==> src/rtl/mips_run_controller.sv <==
// mips_run_controller
//   Sequences one mips_cpu_harvard through a complete program run. The CPU is
//   held in reset for RESET_CYCLES enabled edges, then released and clocked
//   (free-run, or one cycle per step pulse) until it fetches HALT_ADDR or the
//   MAX_CYCLES budget runs out. register_v0 is then captured as the result.
//
// Ports
//   clk, reset          system clock; synchronous active-high controller reset
//   start               pulse; begins a run from IDLE or DONE
//   abort               level; returns to IDLE from RST/RUN/CAPTURE
//   step_mode           1 = single-step, sampled with start
//   step                pulse; grants one enabled CPU cycle in step mode
//   cpu_instr_address   CPU instr_address (halt detection)
//   cpu_register_v0     CPU register_v0 (run result)
//   cpu_reset           to CPU reset
//   cpu_clk_enable      to CPU clk_enable
//   busy                high in RST, RUN, CAPTURE
//   done                high in DONE
//   timeout             valid while done; 1 = budget exhausted without halt
//   result_v0           captured register_v0, valid while done
//   cycle_count         enabled RUN cycles in the current/last run
module mips_run_controller #(
  parameter int unsigned RESET_CYCLES = 2,
  parameter int unsigned MAX_CYCLES   = 10000,
  parameter logic [31:0] HALT_ADDR    = 32'h0000_0000,
  parameter int unsigned CNT_W        = 32
) (
  input  logic             clk,
  input  logic             reset,
  input  logic             start,
  input  logic             abort,
  input  logic             step_mode,
  input  logic             step,
  input  logic [31:0]      cpu_instr_address,
  input  logic [31:0]      cpu_register_v0,
  output logic             cpu_reset,
  output logic             cpu_clk_enable,
  output logic             busy,
  output logic             done,
  output logic             timeout,
  output logic [31:0]      result_v0,
  output logic [CNT_W-1:0] cycle_count
);

  typedef enum logic [2:0] {
    S_IDLE,
    S_RST,
    S_RUN,
    S_CAPTURE,
    S_DONE
  } state_e;

  localparam logic [CNT_W-1:0] MAX_CNT  = CNT_W'(MAX_CYCLES);
  localparam logic [7:0]       RST_LAST = 8'(RESET_CYCLES - 1);

  state_e           state_q;
  logic [7:0]       rst_cnt_q;
  logic             step_mode_q;
  logic             cpu_reset_q;
  logic             cpu_clk_enable_q;
  logic             busy_q;
  logic             done_q;
  logic             timeout_q;
  logic [31:0]      result_v0_q;
  logic [CNT_W-1:0] cycle_count_q;

  logic             run_tick;
  logic [CNT_W-1:0] count_d;
  logic             halt_hit;
  logic             limit_hit;
  logic             in_busy;
  logic             start_ok;

  always_comb begin
    // NOTE: combinational logic uses blocking '=' and assigns every signal on
    // every path, so no latch can be inferred.
    run_tick  = (state_q == S_RUN) && cpu_clk_enable_q;
    count_d   = cycle_count_q + CNT_W'(1);
    halt_hit  = (cpu_instr_address == HALT_ADDR);
    limit_hit = (count_d == MAX_CNT);
    in_busy   = (state_q == S_RST) || (state_q == S_RUN) || (state_q == S_CAPTURE);
    // abort beats a coincident start even where abort itself does nothing.
    start_ok  = start && !abort && ((state_q == S_IDLE) || (state_q == S_DONE));
  end

  // Outputs are registered: each branch loads the values that belong to the
  // state being entered, so they line up with state_q on the next cycle.
  always_ff @(posedge clk) begin
    // NOTE: sequential state uses non-blocking '<=' so every register samples
    // pre-edge values regardless of statement order.
    if (reset) begin
      state_q          <= S_IDLE;
      rst_cnt_q        <= '0;
      step_mode_q      <= 1'b0;
      cpu_reset_q      <= 1'b1;
      cpu_clk_enable_q <= 1'b0;
      busy_q           <= 1'b0;
      done_q           <= 1'b0;
      timeout_q        <= 1'b0;
      result_v0_q      <= '0;
      cycle_count_q    <= '0;
    end else begin
      // The enabled cycle has already clocked the CPU, so it is counted even
      // when abort wins the state transition.
      if (run_tick) cycle_count_q <= count_d;

      if (in_busy && abort) begin
        state_q          <= S_IDLE;
        cpu_reset_q      <= 1'b1;
        cpu_clk_enable_q <= 1'b0;
        busy_q           <= 1'b0;
        done_q           <= 1'b0;
      end else begin
        unique case (state_q)
          S_IDLE, S_DONE: begin
            if (start_ok) begin
              state_q          <= S_RST;
              rst_cnt_q        <= '0;
              step_mode_q      <= step_mode;
              cycle_count_q    <= '0;
              timeout_q        <= 1'b0;
              result_v0_q      <= '0;
              cpu_reset_q      <= 1'b1;
              cpu_clk_enable_q <= 1'b1;
              busy_q           <= 1'b1;
              done_q           <= 1'b0;
            end
          end
          S_RST: begin
            if (rst_cnt_q == RST_LAST) begin
              state_q          <= S_RUN;
              cpu_reset_q      <= 1'b0;
              // Steps seen during RST are dropped; step mode starts idle.
              cpu_clk_enable_q <= !step_mode_q;
            end else begin
              rst_cnt_q <= rst_cnt_q + 8'd1;
            end
          end
          S_RUN: begin
            if (run_tick && (halt_hit || limit_hit)) begin
              // Halt beats the budget when both land on the same cycle.
              state_q          <= S_CAPTURE;
              timeout_q        <= !halt_hit;
              cpu_clk_enable_q <= 1'b0;
            end else begin
              // A step in cycle N grants exactly cycle N+1.
              cpu_clk_enable_q <= step_mode_q ? step : 1'b1;
            end
          end
          S_CAPTURE: begin
            state_q     <= S_DONE;
            result_v0_q <= cpu_register_v0;
            busy_q      <= 1'b0;
            done_q      <= 1'b1;
          end
          default: begin
            state_q          <= S_IDLE;
            cpu_reset_q      <= 1'b1;
            cpu_clk_enable_q <= 1'b0;
            busy_q           <= 1'b0;
            done_q           <= 1'b0;
          end
        endcase
      end
    end
  end

  assign cpu_reset      = cpu_reset_q;
  assign cpu_clk_enable = cpu_clk_enable_q;
  assign busy           = busy_q;
  assign done           = done_q;
  assign timeout        = timeout_q;
  assign result_v0      = result_v0_q;
  assign cycle_count    = cycle_count_q;

endmodule

==> config.mk <==
export PLATFORM = sky130hd
export DESIGN_NAME = mips_run_controller
export DESIGN_NICKNAME = d
export VERILOG_FILES = /design/src/rtl/mips_run_controller.sv
export SDC_FILE = /design/constraint.sdc
export NUM_CORES = 1
export LEC_CHECK = 0
export CAP_MARGIN = 20
export CORE_MARGIN = 10
export CORE_UTILIZATION = 51
export DETAILED_ROUTE_END_ITERATION = 7
export GPL_TIMING_DRIVEN = 0
export PLACE_DENSITY = 0.88
export SYNTH_ARGS = -nofsm -noshare
export SYNTH_HDL_FRONTEND = slang
export SYNTH_SLANG_ARGS = --single-unit
==> constraint.sdc <==
create_clock -name clk -period 6.25 [get_ports clk]
set_input_delay 1.875 -clock clk [delete_from_list [all_inputs] [get_ports clk]]
set_output_delay 1.875 -clock clk [all_outputs]
set_load 0.005 [all_outputs]
Yosys cells after proc, flatten, opt, wreduce, memory -nomap -nowiden
Cells that the tools add are included.
W data, S select, Z words.
{"block": "totals", "latchBits": 0, "n_memories": 0, "mem_bits_ro": 0, "output_inout_bits": 69, "wordCells": 80, "regBits": 81, "ramBits": 0, "inputBits": 70}
{"block": "op_classes", "n_addsub": 2, "bitwise": 4, "mux": 25, "shift": 0, "magnitude_cmp": 0, "n_eq_ne": 10, "reduce_logical": 29, "n_div": 0, "n_mul": 0}
{"cell": "$mux W32", "n": 5}
{"cell": "$pmux W32 S2", "n": 1}
{"cell": "$add A32 B1 Y32 const B", "n": 1}
{"cell": "$eq A32 B14 Y1 const B", "n": 1}
{"cell": "$logic_not A32 Y1", "n": 1}
{"cell": "$mux W8", "n": 2}
{"cell": "$pmux W8 S2", "n": 1}
{"cell": "$reduce_and A3 Y1", "n": 5}
{"cell": "$pmux W3 S4", "n": 1}
{"cell": "$mux W3", "n": 3}
{"cell": "$add A8 B1 Y8 const B", "n": 1}
{"cell": "$eq A8 B1 Y1 const B", "n": 1}
{"cell": "$reduce_and A4 Y1", "n": 2}
{"cell": "$reduce_or A2 Y1", "n": 4}
{"cell": "$mux W1", "n": 7}
{"cell": "$eq A3 B2 Y1 const B", "n": 2}
{"cell": "$pmux W1 S3", "n": 2}
{"cell": "$reduce_bool A2 Y1", "n": 3}
{"cell": "$logic_and A1 B1 Y1", "n": 5}
{"cell": "$logic_or A1 B1 Y1", "n": 4}
{"cell": "$ne A2 B1 Y1 const B", "n": 2}
{"cell": "$ne A2 B2 Y1 const B", "n": 2}
{"cell": "$not A1 Y1", "n": 4}
{"cell": "$pmux W1 S2", "n": 2}
{"cell": "6 further kinds", "n": 8}

Longest topological paths before layout
{"block": "logic_depth", "word_depth": 6, "ltp_mapped": 9, "mapped_depth_nobuf": 9}

Least setup slack after synthesis
Ideal clock, no wire load.
{"block": "synth_path", "kind": "in2reg", "startpoint": "input reset", "endpoint": "register state_q[0]", "slack_ns": 3.267, "setup_ns": 0.070, "path_stages": 5, "arrival_time_ns": 2.912, "required_time_ns": 6.180, "cell_sequence": "clkbuf_1 -> a31o_2 -> a2111oi_0 -> nand4_1 -> o2bb2ai_1"}
{"block": "synth_between", "elab_chain_len": 1}
{"element": "start, declared", "line_no": "29", "rtl": "input logic reset,"}
{"element": "$reduce_or A2 Y1 (no line)"}
{"element": "end signal, assigned", "line_no": "92", "rtl": "state_q <= S_IDLE;"}
{"element": "end signal, assigned", "line_no": "108", "rtl": "state_q <= S_IDLE;"}
{"element": "end signal, assigned", "line_no": "117", "rtl": "state_q <= S_RST;"}
{"element": "end, declared", "line_no": "56", "rtl": "state_e state_q;"}
Every way passes these cells.
A chain may end at the register's enable or synchronous reset.

Worst setup path after layout
{"block": "layout_path", "startpoint": "input abort", "endpoint": "register result_v0_q[23] (netlist: result_v0[23])"}
{"block": "layout_between", "elab_chain_len": 5}
{"element": "start, declared", "line_no": "31", "rtl": "input logic abort,"}
{"element": "$logic_not A1 Y1", "line_no": "83", "rtl": "start_ok = start && !abort && ((state_q == S_IDLE) || (state_q == S_DONE));"}
{"element": "$logic_and A1 B1 Y1 (2 in series)", "line_no": "83"}
{"element": "$ne A2 B2 Y1 (no line)"}
{"element": "$reduce_and A3 Y1 (no line) (*)"}
{"element": "end signal, assigned", "line_no": "152", "rtl": "result_v0_q <= cpu_register_v0;"}
{"element": "end, declared", "line_no": "64", "rtl": "logic [31:0] result_v0_q;"}
Mark *: on every way between the ends. The rest lies on a longest branch, timed or not.

==> implementation parameters <==
Parameter                              Value

Floorplanning
  Initial Util    52.9%
  Full die area    12700 sq um
  Die H    113 microns
  I/O Pins    139
  Core region area    8260 sq um
  Die W    113 microns
  Number of placement rows    33

Placement
  Placed wire-length estimate after detailed placement    10500 microns
  Final weighted congestion in routability-driven placement    0.955
  Cells after DPL    773
  DP Area    5870 sq um
  Count of input and output buffers    137

CTS
  Clock buffers created by TritonCTS    9
  Clock Sink Count    81
  Root Driver    sky130_fd_sc_hd__clkbuf_8
  CTS tree    yes
  Setup repair bufs after CTS    0
  Clk slew on worst S/H paths    0.10 ns
  Maximum root-to-sink buffer count    2
  Depth of the CTS H-tree    3
  Insertion delay to the later sink of the worst-skew pair    0.35 ns
  Number of gates resized after cts    0
  # hold bufs at CTS    0

Global routing
  Global-route wire length before repair    22300 microns
  Via count of the first global-routing pass    4447
  Antenna violations before repair    0
  GR Overflow Total    0
  All-Layer GR Usage    20.6%
  Maximum number of pins on one net before global-route repair    16

Pwr
  P_leak    0.00204 uW
  Total power    1280 uW
  Largest vdd supply drop    0.140 mV
  Total power divided by cell area    210 nW/um^2

Critical path
  Critical path's slowest cell    sky130_fd_sc_hd__clkdlybuf4s50_1
  CP startpoint kind    input pin
  Destination of the worst register-to-register timing path    cpu_clk_enable$_SDFFE_PP0P_
  Register-to-Register Path Depth    8
  Reg-to-reg startpoint    cycle_count[0]$_SDFF_PP0_
  Arrival @ worst endpoint    3.79 ns
  Critical path's largest stage delay    0.51 ns
  Setup crit start    abort
  Worst path required time    6.52 ns
  Register-to-register setup slack    3.53 ns
  Largest delay share family, worst path    buffers and inverters
  Setup Crit Path Kind    input pin to flip-flop
  Buffers and inverters on the worst path    2
  Cells along the critical path    clkdlybuf4s50_1, nor2b_1, nand2_1, o21ai_1, clkbuf_1, nand3_1, a21oi_1
  CP Max Fanout    10
  Endpoint kind of the worst setup timing path    flip-flop

STA
  Final worst path period need    3.51 ns
  Final-report setup violation count    0
  Transition time at the pin with the least slew margin    0.700 ns
  TNS Setup    0 ns
  Worst Hold Margin    0.454 ns
  Final Hold Fails    0
  RSZ-0062 raised after global routing    false
  Total count of max-transition violations in the final report    0
  Worst relative slew slack    52.1%
  Skew final    0.0162 ns
  Ratio of final minimum period to clock period    56.2%
  Max Clk Rate    0.285 GHz

Logic synthesis
  Post-synthesis cell area    4370 sq um
  Share of synthesized area occupied by flip-flops and latches    37.1%
  Mean Syn Cell Area    8.23 sq um
  Synthesized Nets    605
  Cell count after synthesis    531
  Post-synthesis sequential element count    81
  Post-synthesis async set-or-reset flop share    0%
  Number of synthesized flops with an enable pin    0
  Leading register cell type out of synthesis    sky130_fd_sc_hd__dfxtp_1
  Number of unique standard cell types used by synthesis    70
  Warning count from the yosys run    0

Outcome
  Run status    finished with violations
  Violated checks    design-rule violations

Drt
  Total via count after detailed routing    4588
  Aggregate routed wire length    13600 microns
  Remaining number of nets flagged by the antenna check after routing    0
  DR vias/cell    5.81
  Drt initial violations    314
  Routed wirelength normalized by instance count    17.2 microns
  DRT Pass-1 Iters    8
  Detailed-route DRC error count    1

Cells and area
  Summed area of non-filler cells in the final layout    6080 sq um
  Commonest cells after routing, fill and taps aside    sky130_fd_sc_hd__clkdlybuf4s50_1 (137), sky130_fd_sc_hd__dfxtp_1 (81), sky130_fd_sc_hd__nand2_1 (59)
  Area growth from synthesis to final layout    39.1%
  Most common library cell in the layout ignoring fill and taps    sky130_fd_sc_hd__clkdlybuf4s50_1
  Fill cell count    612
  Multi-input combinational cell area    2470 sq um
  NumNets Final    753
  Count of non-filler cells in the finished layout    789
  Diode insertion count for antenna repair    0
  Register cell area after layout    1620 sq um
  Fraction of layout cells with a size suffix above 1    8.92%

Min path
  Hold path start    result_v0[9]$_SDFFE_PP0P_
  Worst hold path depth    2
  Worst hold path type    flip-flop to flip-flop
  Worst-case hold path end point    result_v0[9]$_SDFFE_PP0P_

Job
  Max Cap Violations    0
==> per-stage QoR <==
| stage | util (%) | setup slack (ns) |
|---|---|---|
| 6_report | 73.6 | 2.74 |
| 5_1_grt | 73.6 | 2.59 |
| 4_1_cts | 73.6 | 2.72 |
| 3_5_place_dp | 71.1 | 2.38 |
| 3_3_place_gp | 71.1 | 2.45 |
| 2_1_floorplan | - | 3.27 |
==> worst max path at each step <==
stage / end / cells after the start / slack (ns)
after floorplan: state_q[0]$_SDFFE_PP0P_ / 5 / 3.27
after global placement: result_v0[31]$_SDFFE_PP0P_ / 7 / 2.45
after detailed placement: result_v0[23]$_SDFFE_PP0P_ / 7 / 2.38
after CTS: result_v0[23]$_SDFFE_PP0P_ / 7 / 2.72
after global routing: result_v0[23]$_SDFFE_PP0P_ / 7 / 2.59
final: result_v0[23]$_SDFFE_PP0P_ / 7 / 2.74
==> logic make-up (layout without fill, tap and decap cells) <==
group           Yosys count  in the layout  share of synthesized area, %
compound gates           94             94                          13.5
buf+inv                  47            200                          6.27
xor+xnor                 39             39                          7.82
fa+ha+maj                 4              4                          1.15
mux                       3              3                         0.687
flops                    81             81                          37.1
simple gates            263            263                          33.5
==> area by class of cell <==
cell class / count / share of cell area (%)
multi-input cells: 403 / 40.7
flip-flops and latches: 81 / 26.7
repair buffers: 137 / 22.6
plain buffers: 38 / 3.95
well taps: 105 / 2.16
clock buffers: 9 / 2.04
clock inverters: 7 / 1.32
inverters: 9 / 0.556
==> routing by layer <==
metal / GRT usage, % / wire [microns] / vias to the layer above
li1: - / - / 2191
met1: 24.4 / 5550 / 2174
met2: 35.9 / 6820 / 200
met3: 4.53 / 989 / 23
met4: 7.02 / 242 / 0
met5: 0 / 0 / -
==> registers in the layout (all words and copies together), names as in the netlist <==
| register | count |
|---|---|
| state_q | 3 |
| step_mode_q | 1 |
| cpu_clk_enable | 1 |
| cpu_reset | 1 |
| timeout | 1 |
| busy | 1 |
| rst_cnt_q | 8 |
| cycle_count | 32 |
| result_v0 | 32 |
| done | 1 |
==> Yosys cell counts, types with 2 or more instances <==
cell | count | area, sq um
sky130_fd_sc_hd__a2111oi_0 | 2 | 17.5
sky130_fd_sc_hd__a211oi_1 | 3 | 22.5
sky130_fd_sc_hd__a21oi_1 | 47 | 235
sky130_fd_sc_hd__a31oi_1 | 7 | 43.8
sky130_fd_sc_hd__and3_1 | 4 | 25.0
sky130_fd_sc_hd__and4_1 | 5 | 43.8
sky130_fd_sc_hd__buf_2 | 3 | 15.0
sky130_fd_sc_hd__buf_4 | 2 | 15.0
sky130_fd_sc_hd__buf_6 | 3 | 33.8
sky130_fd_sc_hd__clkbuf_1 | 22 | 82.6
sky130_fd_sc_hd__clkbuf_8 | 6 | 82.6
sky130_fd_sc_hd__dfxtp_1 | 81 | 1620
sky130_fd_sc_hd__ha_1 | 4 | 50.1
sky130_fd_sc_hd__inv_1 | 8 | 30.0
sky130_fd_sc_hd__mux2i_1 | 3 | 30.0
sky130_fd_sc_hd__nand2_1 | 59 | 221
sky130_fd_sc_hd__nand2b_1 | 3 | 18.8
sky130_fd_sc_hd__nand3_1 | 51 | 255
sky130_fd_sc_hd__nand3b_1 | 3 | 22.5
sky130_fd_sc_hd__nand4_1 | 15 | 93.8
sky130_fd_sc_hd__nand4_2 | 4 | 50.1
sky130_fd_sc_hd__nand4_4 | 3 | 63.8
sky130_fd_sc_hd__nor2_1 | 58 | 218
sky130_fd_sc_hd__nor2b_1 | 3 | 18.8
sky130_fd_sc_hd__nor3_1 | 10 | 50.1
sky130_fd_sc_hd__nor3_2 | 2 | 20.0
sky130_fd_sc_hd__nor3b_1 | 3 | 22.5
sky130_fd_sc_hd__nor4_1 | 12 | 75.1
sky130_fd_sc_hd__nor4_4 | 3 | 63.8
sky130_fd_sc_hd__o2111ai_1 | 2 | 17.5
sky130_fd_sc_hd__o21a_1 | 4 | 30.0
sky130_fd_sc_hd__o21ai_0 | 10 | 50.1
sky130_fd_sc_hd__or2_2 | 3 | 18.8
sky130_fd_sc_hd__or3_1 | 9 | 56.3
sky130_fd_sc_hd__or4_1 | 2 | 15.0
sky130_fd_sc_hd__xnor2_1 | 21 | 184
sky130_fd_sc_hd__xor2_1 | 18 | 158
==> worst reg2reg max path, cell delays in order, from the launching register on <==
cell	delay, ns
sky130_fd_sc_hd__dfxtp_1	0.46
sky130_fd_sc_hd__ha_1	0.35
sky130_fd_sc_hd__nand4_4	0.23
sky130_fd_sc_hd__or4_1	0.57
sky130_fd_sc_hd__nor2_1	0.17
sky130_fd_sc_hd__xnor2_1	0.13
sky130_fd_sc_hd__and3_1	0.20
sky130_fd_sc_hd__nand4_2	0.15
sky130_fd_sc_hd__o31a_1	0.35
==> power by group <==
group	switching (uW)	leakage (uW)	total, uW	internal, uW
sequential	24.0	0.000653	562	538
clock	213	0.000101	402	189
combinational	187	0.00128	313	125
total	424	0.00204	1280	852
(Power assumes the default switching activity.)
